$ cat src/rtl/elevator_request_scheduler_if.sv
// Button-panel / floor-controller signal bundle seen by the request scheduler.
// The master side drives buttons and controller status; the slave side is the scheduler.
interface elevator_request_scheduler_if;
    logic [3:0] button;
    logic [1:0] current_floor;
    logic       door_open;
    logic       move_up;
    logic       move_down;
    logic [3:0] floor_request;
    logic [3:0] call_lamp;
    logic       dir_up;
    logic       busy;

    modport master (
        output button, current_floor, door_open, move_up, move_down,
        input  floor_request, call_lamp, dir_up, busy
    );

    modport slave (
        input  button, current_floor, door_open, move_up, move_down,
        output floor_request, call_lamp, dir_up, busy
    );
endinterface

$ cat src/rtl/elevator_request_scheduler.sv
// SCAN request scheduler: latches floor calls, issues one-hot targets to the floor
// controller, clears a call when the door opens at its floor, then dwells before moving on.
module elevator_request_scheduler #(
    parameter int DOOR_CYCLES = 4
) (
    input  logic                          clk,
    input  logic                          rst_n,
    elevator_request_scheduler_if.slave   bus
);
    localparam int CW = 4;

    typedef enum logic [1:0] {S_IDLE, S_SERVE, S_DOOR} state_t;

    typedef struct packed {
        logic       vld;
        logic       dir;
        logic [1:0] flr;
    } pick_t;

    state_t          r_state;
    logic [3:0]      r_pending;
    logic [3:0]      r_floor_request;
    logic            r_dir_up;
    logic            r_busy;
    logic [CW-1:0]   r_cnt;
    logic [1:0]      r_served;

    state_t          w_state_nxt;
    logic [3:0]      w_pend_nxt;
    logic [3:0]      w_freq_nxt;
    logic            w_dir_nxt;
    logic [CW-1:0]   w_cnt_nxt;
    logic [1:0]      w_served_nxt;
    logic [3:0]      w_clr;
    logic            w_any_above;
    logic            w_idle_dir;
    pick_t           w_pick_run;
    pick_t           w_pick_idle;
    logic            w_unused_motion;

    // Motion flags are status only; nothing here decides on them.
    assign w_unused_motion = bus.move_up | bus.move_down;

    // Preferred direction first; if it has nothing, flip and take the other side.
    function automatic pick_t f_pick(input logic [3:0] p, input logic [1:0] cf, input logic dir);
        pick_t      r;
        logic       up_ok;
        logic       dn_ok;
        logic [1:0] up_f;
        logic [1:0] dn_f;
        up_ok = 1'b0;
        dn_ok = 1'b0;
        up_f  = 2'd0;
        dn_f  = 2'd0;
        for (int i = 3; i >= 0; i--) begin
            if (p[i] && (i >= int'(cf))) begin
                up_ok = 1'b1;
                up_f  = i[1:0];
            end
        end
        for (int i = 0; i < 4; i++) begin
            if (p[i] && (i <= int'(cf))) begin
                dn_ok = 1'b1;
                dn_f  = i[1:0];
            end
        end
        r.vld = up_ok | dn_ok;
        r.dir = dir;
        r.flr = 2'd0;
        if (dir && up_ok) begin
            r.flr = up_f;
        end else if (!dir && dn_ok) begin
            r.flr = dn_f;
        end else if (up_ok) begin
            r.flr = up_f;
            r.dir = 1'b1;
        end else if (dn_ok) begin
            r.flr = dn_f;
            r.dir = 1'b0;
        end
        return r;
    endfunction

    function automatic logic [3:0] f_onehot(input logic [1:0] f);
        return 4'b0001 << f;
    endfunction

    always_comb begin
        w_any_above = 1'b0;
        for (int i = 0; i < 4; i++) begin
            if (r_pending[i] && (i > int'(bus.current_floor))) w_any_above = 1'b1;
        end
    end

    // Leaving IDLE: a call at the current floor keeps the old preference.
    assign w_idle_dir  = r_pending[bus.current_floor] ? r_dir_up : w_any_above;
    assign w_pick_run  = f_pick(r_pending, bus.current_floor, r_dir_up);
    assign w_pick_idle = f_pick(r_pending, bus.current_floor, w_idle_dir);

    always_comb begin
        w_state_nxt  = r_state;
        w_freq_nxt   = r_floor_request;
        w_dir_nxt    = r_dir_up;
        w_cnt_nxt    = r_cnt;
        w_served_nxt = r_served;
        w_clr        = 4'b0000;
        case (r_state)
            S_IDLE: begin
                w_freq_nxt = 4'b0000;
                if (w_pick_idle.vld) begin
                    w_state_nxt = S_SERVE;
                    w_freq_nxt  = f_onehot(w_pick_idle.flr);
                    w_dir_nxt   = w_pick_idle.dir;
                end
            end
            S_SERVE: begin
                if (!w_pick_run.vld) begin
                    w_state_nxt = S_IDLE;
                    w_freq_nxt  = 4'b0000;
                end else if (bus.door_open && (bus.current_floor == w_pick_run.flr)) begin
                    w_clr        = f_onehot(bus.current_floor);
                    w_served_nxt = bus.current_floor;
                    w_cnt_nxt    = CW'(DOOR_CYCLES - 1);
                    w_state_nxt  = S_DOOR;
                    w_freq_nxt   = f_onehot(bus.current_floor);
                    w_dir_nxt    = w_pick_run.dir;
                end else begin
                    w_freq_nxt = f_onehot(w_pick_run.flr);
                    w_dir_nxt  = w_pick_run.dir;
                end
            end
            S_DOOR: begin
                w_freq_nxt = f_onehot(r_served);
                if (r_cnt == '0) begin
                    if (w_pick_run.vld) begin
                        w_state_nxt = S_SERVE;
                        w_freq_nxt  = f_onehot(w_pick_run.flr);
                        w_dir_nxt   = w_pick_run.dir;
                    end else begin
                        w_state_nxt = S_IDLE;
                        w_freq_nxt  = 4'b0000;
                    end
                end else begin
                    w_cnt_nxt = r_cnt - 1'b1;
                end
            end
            default: begin
                w_state_nxt = S_IDLE;
                w_freq_nxt  = 4'b0000;
            end
        endcase
    end

    // Clear beats a same-cycle press; a held button re-arms the call next cycle.
    assign w_pend_nxt = (r_pending | bus.button) & ~w_clr;

    always_ff @(posedge clk or negedge rst_n) begin
        if (!rst_n) begin
            r_state         <= S_IDLE;
            r_pending       <= 4'b0000;
            r_floor_request <= 4'b0000;
            r_dir_up        <= 1'b1;
            r_busy          <= 1'b0;
            r_cnt           <= '0;
            r_served        <= 2'd0;
        end else begin
            r_state         <= w_state_nxt;
            r_pending       <= w_pend_nxt;
            r_floor_request <= w_freq_nxt;
            r_dir_up        <= w_dir_nxt;
            r_busy          <= (w_state_nxt != S_IDLE);
            r_cnt           <= w_cnt_nxt;
            r_served        <= w_served_nxt;
        end
    end

    assign bus.floor_request = r_floor_request;
    assign bus.call_lamp     = r_pending;
    assign bus.dir_up        = r_dir_up;
    assign bus.busy          = r_busy;
endmodule
$ cat src/flat_wrapper.sv
// flat-port wrapper written by rule: the top's interface ports become plain ports
module elevator_request_scheduler_flat 
#(
    parameter int DOOR_CYCLES = 4
)
  (clk, rst_n, bus_button, bus_current_floor, bus_door_open, bus_move_up, bus_move_down, bus_floor_request, bus_call_lamp, bus_dir_up, bus_busy);
  elevator_request_scheduler_if bus_i ();
  input  logic clk;
  input  logic rst_n;
  input wire logic [$bits(bus_i.button)-1:0] bus_button;
  input wire logic [$bits(bus_i.current_floor)-1:0] bus_current_floor;
  input wire logic [$bits(bus_i.door_open)-1:0] bus_door_open;
  input wire logic [$bits(bus_i.move_up)-1:0] bus_move_up;
  input wire logic [$bits(bus_i.move_down)-1:0] bus_move_down;
  output wire logic [$bits(bus_i.floor_request)-1:0] bus_floor_request;
  output wire logic [$bits(bus_i.call_lamp)-1:0] bus_call_lamp;
  output wire logic [$bits(bus_i.dir_up)-1:0] bus_dir_up;
  output wire logic [$bits(bus_i.busy)-1:0] bus_busy;
  assign bus_i.button = bus_button;
  assign bus_i.current_floor = bus_current_floor;
  assign bus_i.door_open = bus_door_open;
  assign bus_i.move_up = bus_move_up;
  assign bus_i.move_down = bus_move_down;
  assign bus_floor_request = bus_i.floor_request;
  assign bus_call_lamp = bus_i.call_lamp;
  assign bus_dir_up = bus_i.dir_up;
  assign bus_busy = bus_i.busy;
  elevator_request_scheduler #(.DOOR_CYCLES(DOOR_CYCLES)) u_core (.clk(clk), .rst_n(rst_n), .bus(bus_i));
endmodule
$ cat config.mk
export PLATFORM = sky130hd
export DESIGN_NAME = elevator_request_scheduler_flat
export DESIGN_NICKNAME = d
export VERILOG_FILES = /design/src/rtl/elevator_request_scheduler_if.sv /design/src/rtl/elevator_request_scheduler.sv /design/src/flat_wrapper.sv
export SDC_FILE = /design/constraint.sdc
export NUM_CORES = 1
export LEC_CHECK = 0
export CORE_UTILIZATION = 28
export DETAILED_ROUTE_END_ITERATION = 7
export SETUP_SLACK_MARGIN = 0.2
export SYNTH_ARGS = -nofsm -noshare
export SYNTH_HDL_FRONTEND = slang
export SYNTH_SLANG_ARGS = --single-unit
$ cat constraint.sdc
create_clock -name clk -period 7.5 [get_ports clk]
set_clock_uncertainty 0.2 [all_clocks]
set_input_delay 2.25 -clock clk [delete_from_list [all_inputs] [get_ports clk]]
set_output_delay 2.25 -clock clk [all_outputs]
set_load 0.01 [all_outputs]
Word-level counts from Yosys, hierarchy flattened:

Index checks and enable logic that the tools add are counted.

* register bits: 18
* bits in latches: 0
* bits in writable memories: 0
* ROM bits: 0
* input bits: 11
* output and inout port bits: 10
* memories: 0

* add/sub/neg operators: 1
* multiply operators: 0
* divide/modulo/power cells: 0
* magnitude comparators: 10
* eq/ne operators: 8
* shift-type cells: 4
* mux-type cells: 56
* bitwise operators: 4
* reduce and logical (&&, ||, !) cells: 24

Operators by type and width (number)
* $mux W4: 11
* $mux W2: 14
* $mux W1: 22
* $shl A1 B2 Y4 const A: 4
* $logic_and A1 B1 Y1: 14
* $mux W3: 4
* $pmux W4 S3: 1
* $ne A2 B1 Y1 const B: 4
* $pmux W4 S2: 1
* $pmux W2 S3: 1
* $reduce_and A3 Y1: 2
* $and A4 B4 Y4: 1
* $ge A1 B2 Y1 const A: 2
* $gt A2 B2 Y1 const A: 2
* $le A2 B2 Y1 const A: 2
* $logic_not A4 Y1: 1
* $not A4 Y4: 1
* $or A4 B4 Y4: 1
* $reduce_and A4 Y1: 1
* $reduce_bool A2 Y1: 2
* $sub A4 B1 Y4 const B: 1
* $lt A2 B3 Y1 const B: 1
* $pmux W1 S3: 1
* $reduce_bool A3 Y1: 1
* other kinds (11): 12

Longest topological paths before layout:

Gate-level depths: netlist of the first run.

* word-level depth: 16
* gate-level depth with buffers: 10
* depth with buffers taken out: 9

Worst setup path before layout of the first run:

No wires, ideal clock.

* kind: input to register
* start point: in bus_current_floor[1]
* end point: reg u_core.r_served[0]
* library setup time: 0.128 ns
* data arrival time: 3.954 ns
* path slack: 3.219 ns
* stages on the path: 8
* buffers on the path: 1
* cell sequence: buf_2 > a21o_1 > a221oi_4 > o22ai_1 > a2bb2oi_4 > xnor2_2 > nor3_4 > mux2_1

* cells in the longest elaborated chain, start to end: 12

Ends and longest elaborated chain
* from (decl): line flat_wrapper.sv:11 `input wire logic [$bits(bus_i.current_floor)-1:0] bus_current_floor;`
* $le A1 B2 Y1: line elevator_request_scheduler.sv:62 `if (p[i] && (i <= int'(cf))) begin`
* $logic_and A1 B1 Y1: line elevator_request_scheduler.sv:62
* $mux W1: line elevator_request_scheduler.sv:62
* $mux W2 or $mux W1 (tied branches) (2 in a row): line elevator_request_scheduler.sv:62
* $mux W3: line elevator_request_scheduler.sv:77 `end else if (dn_ok) begin`
* $mux W3: line elevator_request_scheduler.sv:74 `end else if (up_ok) begin`
* $mux W2: line elevator_request_scheduler.sv:72 `end else if (!dir && dn_ok) begin`
* $mux W2: line elevator_request_scheduler.sv:70 `if (dir && up_ok) begin`
* $eq A2 B2 Y1: line elevator_request_scheduler.sv:120 `end else if (bus.door_open && (bus.current_floor == w_pick_run.flr)) begin`
* $logic_and A1 B1 Y1: line elevator_request_scheduler.sv:120
* $reduce_and A3 Y1 (no source line) *
* to (signal assigned): line elevator_request_scheduler.sv:173 `r_served <= w_served_nxt;`
* to (decl): line elevator_request_scheduler.sv:26 `logic [1:0] r_served;`

Every way passes the cells marked *; elsewhere a longest branch is shown, timed or not.
A chain may end at the register's enable or synchronous reset.

Final worst setup path of the first run:

Ends and elaborated chain as after synthesis.

==> results of run 1 <==
-- worst min path at each step --
stage | endpoint | cells after the start
finish | u_core.r_cnt[2] | 1
detailed placement | u_core.r_cnt[2] | 1
CTS | u_core.r_cnt[2] | 1
global route | u_core.r_cnt[2] | 1
floorplan | u_core.r_cnt[2] | 1
global placement | u_core.r_cnt[2] | 1
-- power by group through the flow --
stage / Clock, mW / Sequential [mW] / Combinational, mW
after global placement: 0 / 0.162 / 0.244
after detailed placement: 0 / 0.162 / 0.243
after CTS: 0.0720 / 0.160 / 0.245
final: 0.0691 / 0.161 / 0.244
after floorplan: 0 / 0.161 / 0.169
after global routing: 0.0763 / 0.168 / 0.276
-- metrics by stage --
stage	cells	area, µm²	hold WS [ps]
floorplan	158	1360	267
global placement	221	1560	301
detailed placement	221	1560	302
CTS	225	1610	316
global route	225	1610	341
finish	225	1610	310
-- final cells by class --
class	count	area, µm²
fillers	464	2900
multi-input cells	125	835
flip-flops and latches	18	452
repair buffers	18	180
well taps	52	65.1
clock buffers	4	45.0
inverters	8	30.0
-- sequential cells by signal, summed over array words and instances, names as in the netlist --
signal,count
u_core.r_state,2
u_core.r_served,2
u_core.bus.dir_up,1
u_core.bus.busy,1
u_core.bus.call_lamp,4
u_core.r_cnt,4
u_core.bus.floor_request,4
-- cell families (layout without fill, tap and decap cells) --
kind of cell	Yosys count	in the layout	share of synthesized area (%)
AO/OA/AOI/OAI	44	44	25.7
flip-flops	18	18	33.3
adder cells (fa/ha/maj)	7	7	6.46
multiplexers	1	1	0.831
XOR/XNOR	2	2	1.85
AND/OR/NAND/NOR	71	71	26.8
buffers and inverters	15	30	5.08
-- cell usage in the layout (no fill, tap or decap), drive strengths merged, types with 2 or more instances in the layout --
cell type	instances
clkdlybuf4s50	18
nand3	5
or2	2
nand2b	6
a31oi	5
o32a	2
o21ai	7
nor2	20
nor2b	7
o22ai	2
dfrtp	17
a21o	3
nand2	14
clkbuf	4
nor3	7
a221o	2
inv	8
a221oi	4
ha	7
a21oi	8
or3	3
nor3b	2
-- metal layers --
metal / track usage [%] / vias up
li1: - / 599
met1: 18.9 / 567
met2: 20.8 / 33
met3: 3.38 / 2
met4: 1.74 / 0
met5: 0 / -
-- cell usage after synthesis, drive strengths merged (2+ instances only) --
master,count
nor2,20
dfrtp,17
nand2,14
a21oi,8
inv,8
ha,7
nor2b,7
nor3,7
o21ai,7
buf,6
nand2b,6
a31oi,5
nand3,5
a221oi,4
a21o,3
or3,3
a221o,2
nor3b,2
o22ai,2
o32a,2
or2,2
==> results by group, run 1 <==
Worst setup path
  • CP arrival: around 5000 ps
  • Crit path max fanout: 19
  • CP Buf/Inv Count: 1
  • Cell count of the worst reg-to-reg path: 7
  • R2R setup slack: ~4700 ps
  • CP Class: primary input to flip-flop
  • Crit path from: bus_current_floor[1]
  • Critical path depth: 8
  • CP top delay family: buffers and inverters
  • Crit path capture: u_core.r_served[0]
  • Slowest-stage cell, CP: clkdlybuf4s50_1
  • Required @ worst endpoint: about 7400 ps
  • Worst Setup End Kind: flip-flop
  • Worst r2r dst: u_core.r_served[0]
  • R2R Path Start: u_core.bus.call_lamp[1]
  • CP Launch Type: primary input
  • Worst path cell trace: clkdlybuf4s50_1 > nand2b_1 > a21oi_1 > o32ai_1 > a2bb2oi_4 > xnor2_2 > nor3_4 > mux2_1
  • CP max stage delay: about 940 ps

Timing
  • Fmax: roughly 200 MHz
  • Pins over their slew limit: 0
  • Slew Limit Headroom: between 40% and 50%
  • Worst setup margin: around 2500 ps
  • Least-Margin Pin Slew: a little over 800 ps
  • Setup Viol. Count Final: 0
  • Final period utilization: around 67%
  • RSZ-0062 raised after global routing: false
  • Hold Vio Cnt, Final: 0
  • Setup TNS: 0 ps
  • Crit path time final: around 5000 ps

Synth
  • EDFF count, synth: 0
  • Post-synth top flop: dfrtp_1
  • Register bit count reported by yosys: 18
  • Post-synth top area share: 31.4%
  • Sequential fraction of the synthesis area: around a third
  • Gate Count Post-Synth: between 150 and 200
  • Synth top area cells: dfrtp_1 31%, ha_1 6.5%, nor2_1 5.5%
  • Syn nets: between 150 and 200
  • Count of warnings emitted by yosys: 0
  • Cell taking the most area after synthesis: dfrtp_1
  • Post-Syn Area per Cell: about 8.6 µm²
  • Unique masters post-synth: between 40 and 50
  • Mapped cell area: ~1400 µm²
  • Fraction of registers with async set/reset: 100%

Clock network
  • Reg clk slew, reported paths: about 70 ps
  • TritonCTS clock tree: done
  • Cts repair resizes: 0
  • CTS Hold Bufs: 0
  • TritonCTS buffer count: 3
  • Max H-tree Level: 1
  • Worst-skew pair later-pin latency: around 250 ps
  • Root buffer cell: clkbuf_8
  • Maximum clock insertion buffer count: 2
  • Clk sinks: 18
  • Post-CTS Repair Setup Buffers: 0

Cells and area
  • Ant diodes: 0
  • Number of nets in the layout: 192
  • Synth-to-Final Area Change: 18.6%
  • Layout cells sized above 1: 6.36%
  • Finished Core Util: between 30% and 40%

Pwr
  • Sw Share: between 40% and 50%
  • Clk network pwr share: between 10 and 15%
  • Power share of the combinational group: around half
  • Final Power: approximately 470 µW
  • LEAKAGE: 0.660 nW
  • Pwr per Cell Area: 295 nW/µm²
  • Worst vdd ir: a little over 90 µV
  • Seq pwr share: 33.9%
  • Psw: 195 µW
  • P_int: 279 µW

Drt
  • Drt total wl: 3.02 mm
  • Vias/cell: about 5.3
  • Vias: 1201
  • Met2 routed WL: around 1.3 mm
  • Iter 0 DRT Violations: approximately 130
  • Routed wl met3: 149 µm
  • Drt first pass iters: 4
  • DRC: 0
  • Antenna viol nets, final: 0
  • Top Metal Used: met4
  • WL per Instance: around 13 µm
  • Met1 wire length: about 1.5 mm

Die
  • Overall die height: about 72 µm
  • Die Area: a little over 5000 µm²
  • Initial core utilization: 30.1%
  • Core ar.: approximately 4500 µm²
  • Rows: 24
  • Ports: 21
  • DIE WIDTH: 71.6 µm

Status
  • Status: complete, no violations

Placed design
  • GP Congestion: about 0.84
  • Setup slack after placement: 2200 ps
  • Hpwl dp: approximately 2.2 mm
  • Port Buffer Count: 18

GRT
  • Grt total ovfl: 0
  • Largest net degree at the start of global routing: 20
  • Vias in the first global route: between 1000 and 1500
  • First-pass GRT wire length: ~5.4 mm
  • Global-route usage over all layers: between 10% and 20%
  • Initial antenna violation count: 0

Job
  • Max Cap Violations: 0

Min path
  • Hold Crit Start: u_core.r_cnt[2]
  • Worst Hold Class: flip-flop to flip-flop
Power figures use the tool's default switching activity.
==> run 2: changes to the inputs <==
clock period = 4.55 ns   (was 7.5 ns; I/O delays follow)
==> run 2 against run 1 <==
Against the previous run:
- via count is 2.8% higher
- setup slack worse by 1700 ps
- non-clock buffer count is 4 higher
- clock power is 92% higher
- critical path type unchanged
- largest cell class unchanged
==> results by group, run 2 (synthesis gave the netlist of run 1 again) <==
Status
  • Status: complete, no violations (unchanged)

Worst setup path
  • CP top delay family: simple AND/OR/NAND/NOR gates (was buffers and inverters)
  • Worst r2r dst: u_core.r_served[0] (unchanged)
  • CP Buf/Inv Count: 1 (unchanged)
  • R2R setup slack: 1830 ps (was 4740 ps)
  • Critical path depth: 9 (was 8)
  • CP max stage delay: 690 ps (was 940 ps)
  • CP Launch Type: primary input (unchanged)
  • Worst path cell trace: clkdlybuf4s50_1 > nor3b_1 > nor3_1 > o21ai_1 > o21ai_2 > xor2_1 > nor3_4 > or2_1 > a21o_1 (was clkdlybuf4s50_1 > nand2b_1 > a21oi_1 > o32ai_1 > a2bb2oi_4 > xnor2_2 > nor3_4 > mux2_1)
  • Crit path capture: u_core.r_cnt[0] (was u_core.r_served[0])
  • Crit path max fanout: 9 (was 19)
  • R2R Path Start: u_core.bus.call_lamp[1] (unchanged)
  • Slowest-stage cell, CP: clkdlybuf4s50_1 (unchanged)
  • Cell count of the worst reg-to-reg path: 7 (unchanged)
  • CP arrival: 3710 ps (was 4990 ps)
  • Worst Setup End Kind: flip-flop (unchanged)
  • Required @ worst endpoint: 4500 ps (was 7440 ps)
  • Crit path from: bus_current_floor[0] (was bus_current_floor[1])
  • CP Class: primary input to flip-flop (unchanged)

Pwr
  • Power share of the combinational group: 50.9% (was 51.5%)
  • P_int: 481 µW (was 279 µW)
  • Clk network pwr share: 16.5% (was 14.6%)
  • Sw Share: 40.8% (was 41.1%)
  • Seq pwr share: 32.6% (was 33.9%)
  • Psw: 331 µW (was 195 µW)
  • LEAKAGE: 0.685 nW (was 0.660 nW)
  • Worst vdd ir: 141 µV (was 90.8 µV)
  • Pwr per Cell Area: 493 nW/µm² (was 295 nW/µm²)

Cells and area
  • Most common cell after layout, fill and taps aside: nor2_1 (unchanged)
  • Synth-to-Final Area Change: 21.5% (was 18.6%)
  • Layout cells sized above 1: 9.04% (was 6.36%)
  • Fin cells: 229 (was 225)
  • Number of nets in the layout: 196 (was 192)
  • Most frequent cells in the layout: 20 x nor2_1, 18 x clkdlybuf4s50_1, 17 x dfrtp_1 (unchanged)
  • Ant diodes: 0 (unchanged)
  • FILL cells: 473 (was 464)
  • Final Instance Area: 1650 µm² (was 1610 µm²)

Die
  • Overall die height: 71.6 µm (unchanged)
  • Core ar.: 4500 µm² (unchanged)
  • DIE WIDTH: 71.6 µm (unchanged)
  • Initial core utilization: 30.1% (unchanged)
  • Rows: 24 (unchanged)
  • Die Area: 5120 µm² (unchanged)
  • Ports: 21 (unchanged)

Drt
  • Drt total wl: 3.16 mm (was 3.02 mm)
  • Antenna viol nets, final: 0 (unchanged)
  • WL per Instance: 13.8 µm (was 13.4 µm)
  • Drt first pass iters: 4 (unchanged)
  • Vias/cell: 5.39 (was 5.34)
  • DRC: 0 (unchanged)
  • Vias: 1235 (was 1201)
  • Iter 0 DRT Violations: 90 (was 133)

Timing
  • Pins over their slew limit: 0 (unchanged)
  • Slew Limit Headroom: 46.5% (was 45.4%)
  • Crit path time final: 3760 ps
  • Hold WS: 326 ps (was 310 ps)
  • Setup TNS: 0 ps (unchanged)
  • Fmax: about 270 MHz
  • Setup Viol. Count Final: 0 (unchanged)
  • Hold Vio Cnt, Final: 0 (unchanged)
  • Final period utilization: roughly 83%
  • Least-Margin Pin Slew: 800 ps (was 817 ps)
  • RSZ-0062 raised after global routing: false (unchanged)

Placed design
  • Hpwl dp: 2.35 mm (was 2.20 mm)
  • Port Buffer Count: 18 (unchanged)
  • Placed Cells: 225 (was 221)
  • Post-DP Area: 1590 µm² (was 1560 µm²)
  • GP Congestion: 0.897 (was 0.840)

Clock network
  • TritonCTS clock tree: done (unchanged)
  • Worst-skew pair later-pin latency: 260 ps (was 250 ps)
  • Max H-tree Level: 1 (unchanged)
  • Post-CTS Repair Setup Buffers: 0 (unchanged)
  • Clk sinks: 18 (unchanged)
  • Maximum clock insertion buffer count: 2 (unchanged)
  • CTS Hold Bufs: 0 (unchanged)
  • Reg clk slew, reported paths: 70 ps (about the same)
  • Cts repair resizes: 0 (unchanged)
  • TritonCTS buffer count: 3 (unchanged)
  • Root buffer cell: clkbuf_8 (unchanged)

GRT
  • Global-route usage over all layers: 14.2% (was 13.3%)
  • Largest net degree at the start of global routing: 19 (was 20)
  • Grt total ovfl: 0 (unchanged)
  • Vias in the first global route: 1262 (was 1120)
  • Initial antenna violation count: 0 (unchanged)
  • First-pass GRT wire length: 5.77 mm (was 5.39 mm)

Min path
  • Worst Hold Class: flip-flop to flip-flop (unchanged)

Job
  • Max Cap Violations: 0 (unchanged)
==> run 2: cell types whose count changed in the layout (fill, tap and decap cells not counted) <==
cell | before | now
clkbuf_8 | 3 | 4
buf_4 | 0 | 4
clkbuf_1 | 1 | 0
==> run 2: power groups by stage <==
stage	clock, mW	combinational (mW)	sequential [mW]
global route	0.144	0.474	0.274
finish	0.133	0.413	0.265
CTS	0.138	0.414	0.264
detailed placement	0	0.411	0.267
global placement	0	0.409	0.267
floorplan	0	0.278	0.266
==> run 2: per-layer routing <==
layer	part of all wire [%]	vias to the layer above	GRT usage [%]
li1	-	617	-
met4	1.3	0	5.01
met2	43	29	21.7
met3	3.6	5	2.95
met5	0	-	0
met1	52	584	19.9
==> run 2: through the flow <==
| stage | worst slack, ps | total power [mW] | util, % |
|---|---|---|---|
| global placement | 521 | 0.676 | 35.3 |
| global route | 622 | 0.892 | 36.6 |
| CTS | 805 | 0.816 | 36.6 |
| finish | 790 | 0.811 | 36.6 |
| detailed placement | 544 | 0.679 | 35.3 |
| floorplan | 1150 | 0.544 | - |
==> run 2: worst min path at each step <==
stage	from	endpoint	slack, ps	cells past startpoint
final	u_core.r_cnt[2]	u_core.r_cnt[2]	330	1
after global routing	u_core.r_cnt[2]	u_core.r_cnt[2]	340	1
after CTS	u_core.r_cnt[2]	u_core.r_cnt[2]	320	1
after detailed placement	u_core.r_cnt[2]	u_core.r_cnt[2]	310	1
after global placement	u_core.r_cnt[2]	u_core.r_cnt[2]	300	1
after floorplan	u_core.r_cnt[2]	u_core.r_cnt[2]	270	1
==> run 2: final cells by class <==
class	count	area [µm²]	area share [%]
Multi-Input combinational cell	125	835	50.7
Clock buffer	4	55.1	3.34
Sequential cell	18	452	27.4
Tap cell	52	65.1	3.95
Inverter	8	30.0	1.82
Timing Repair Buffer	22	210	12.8
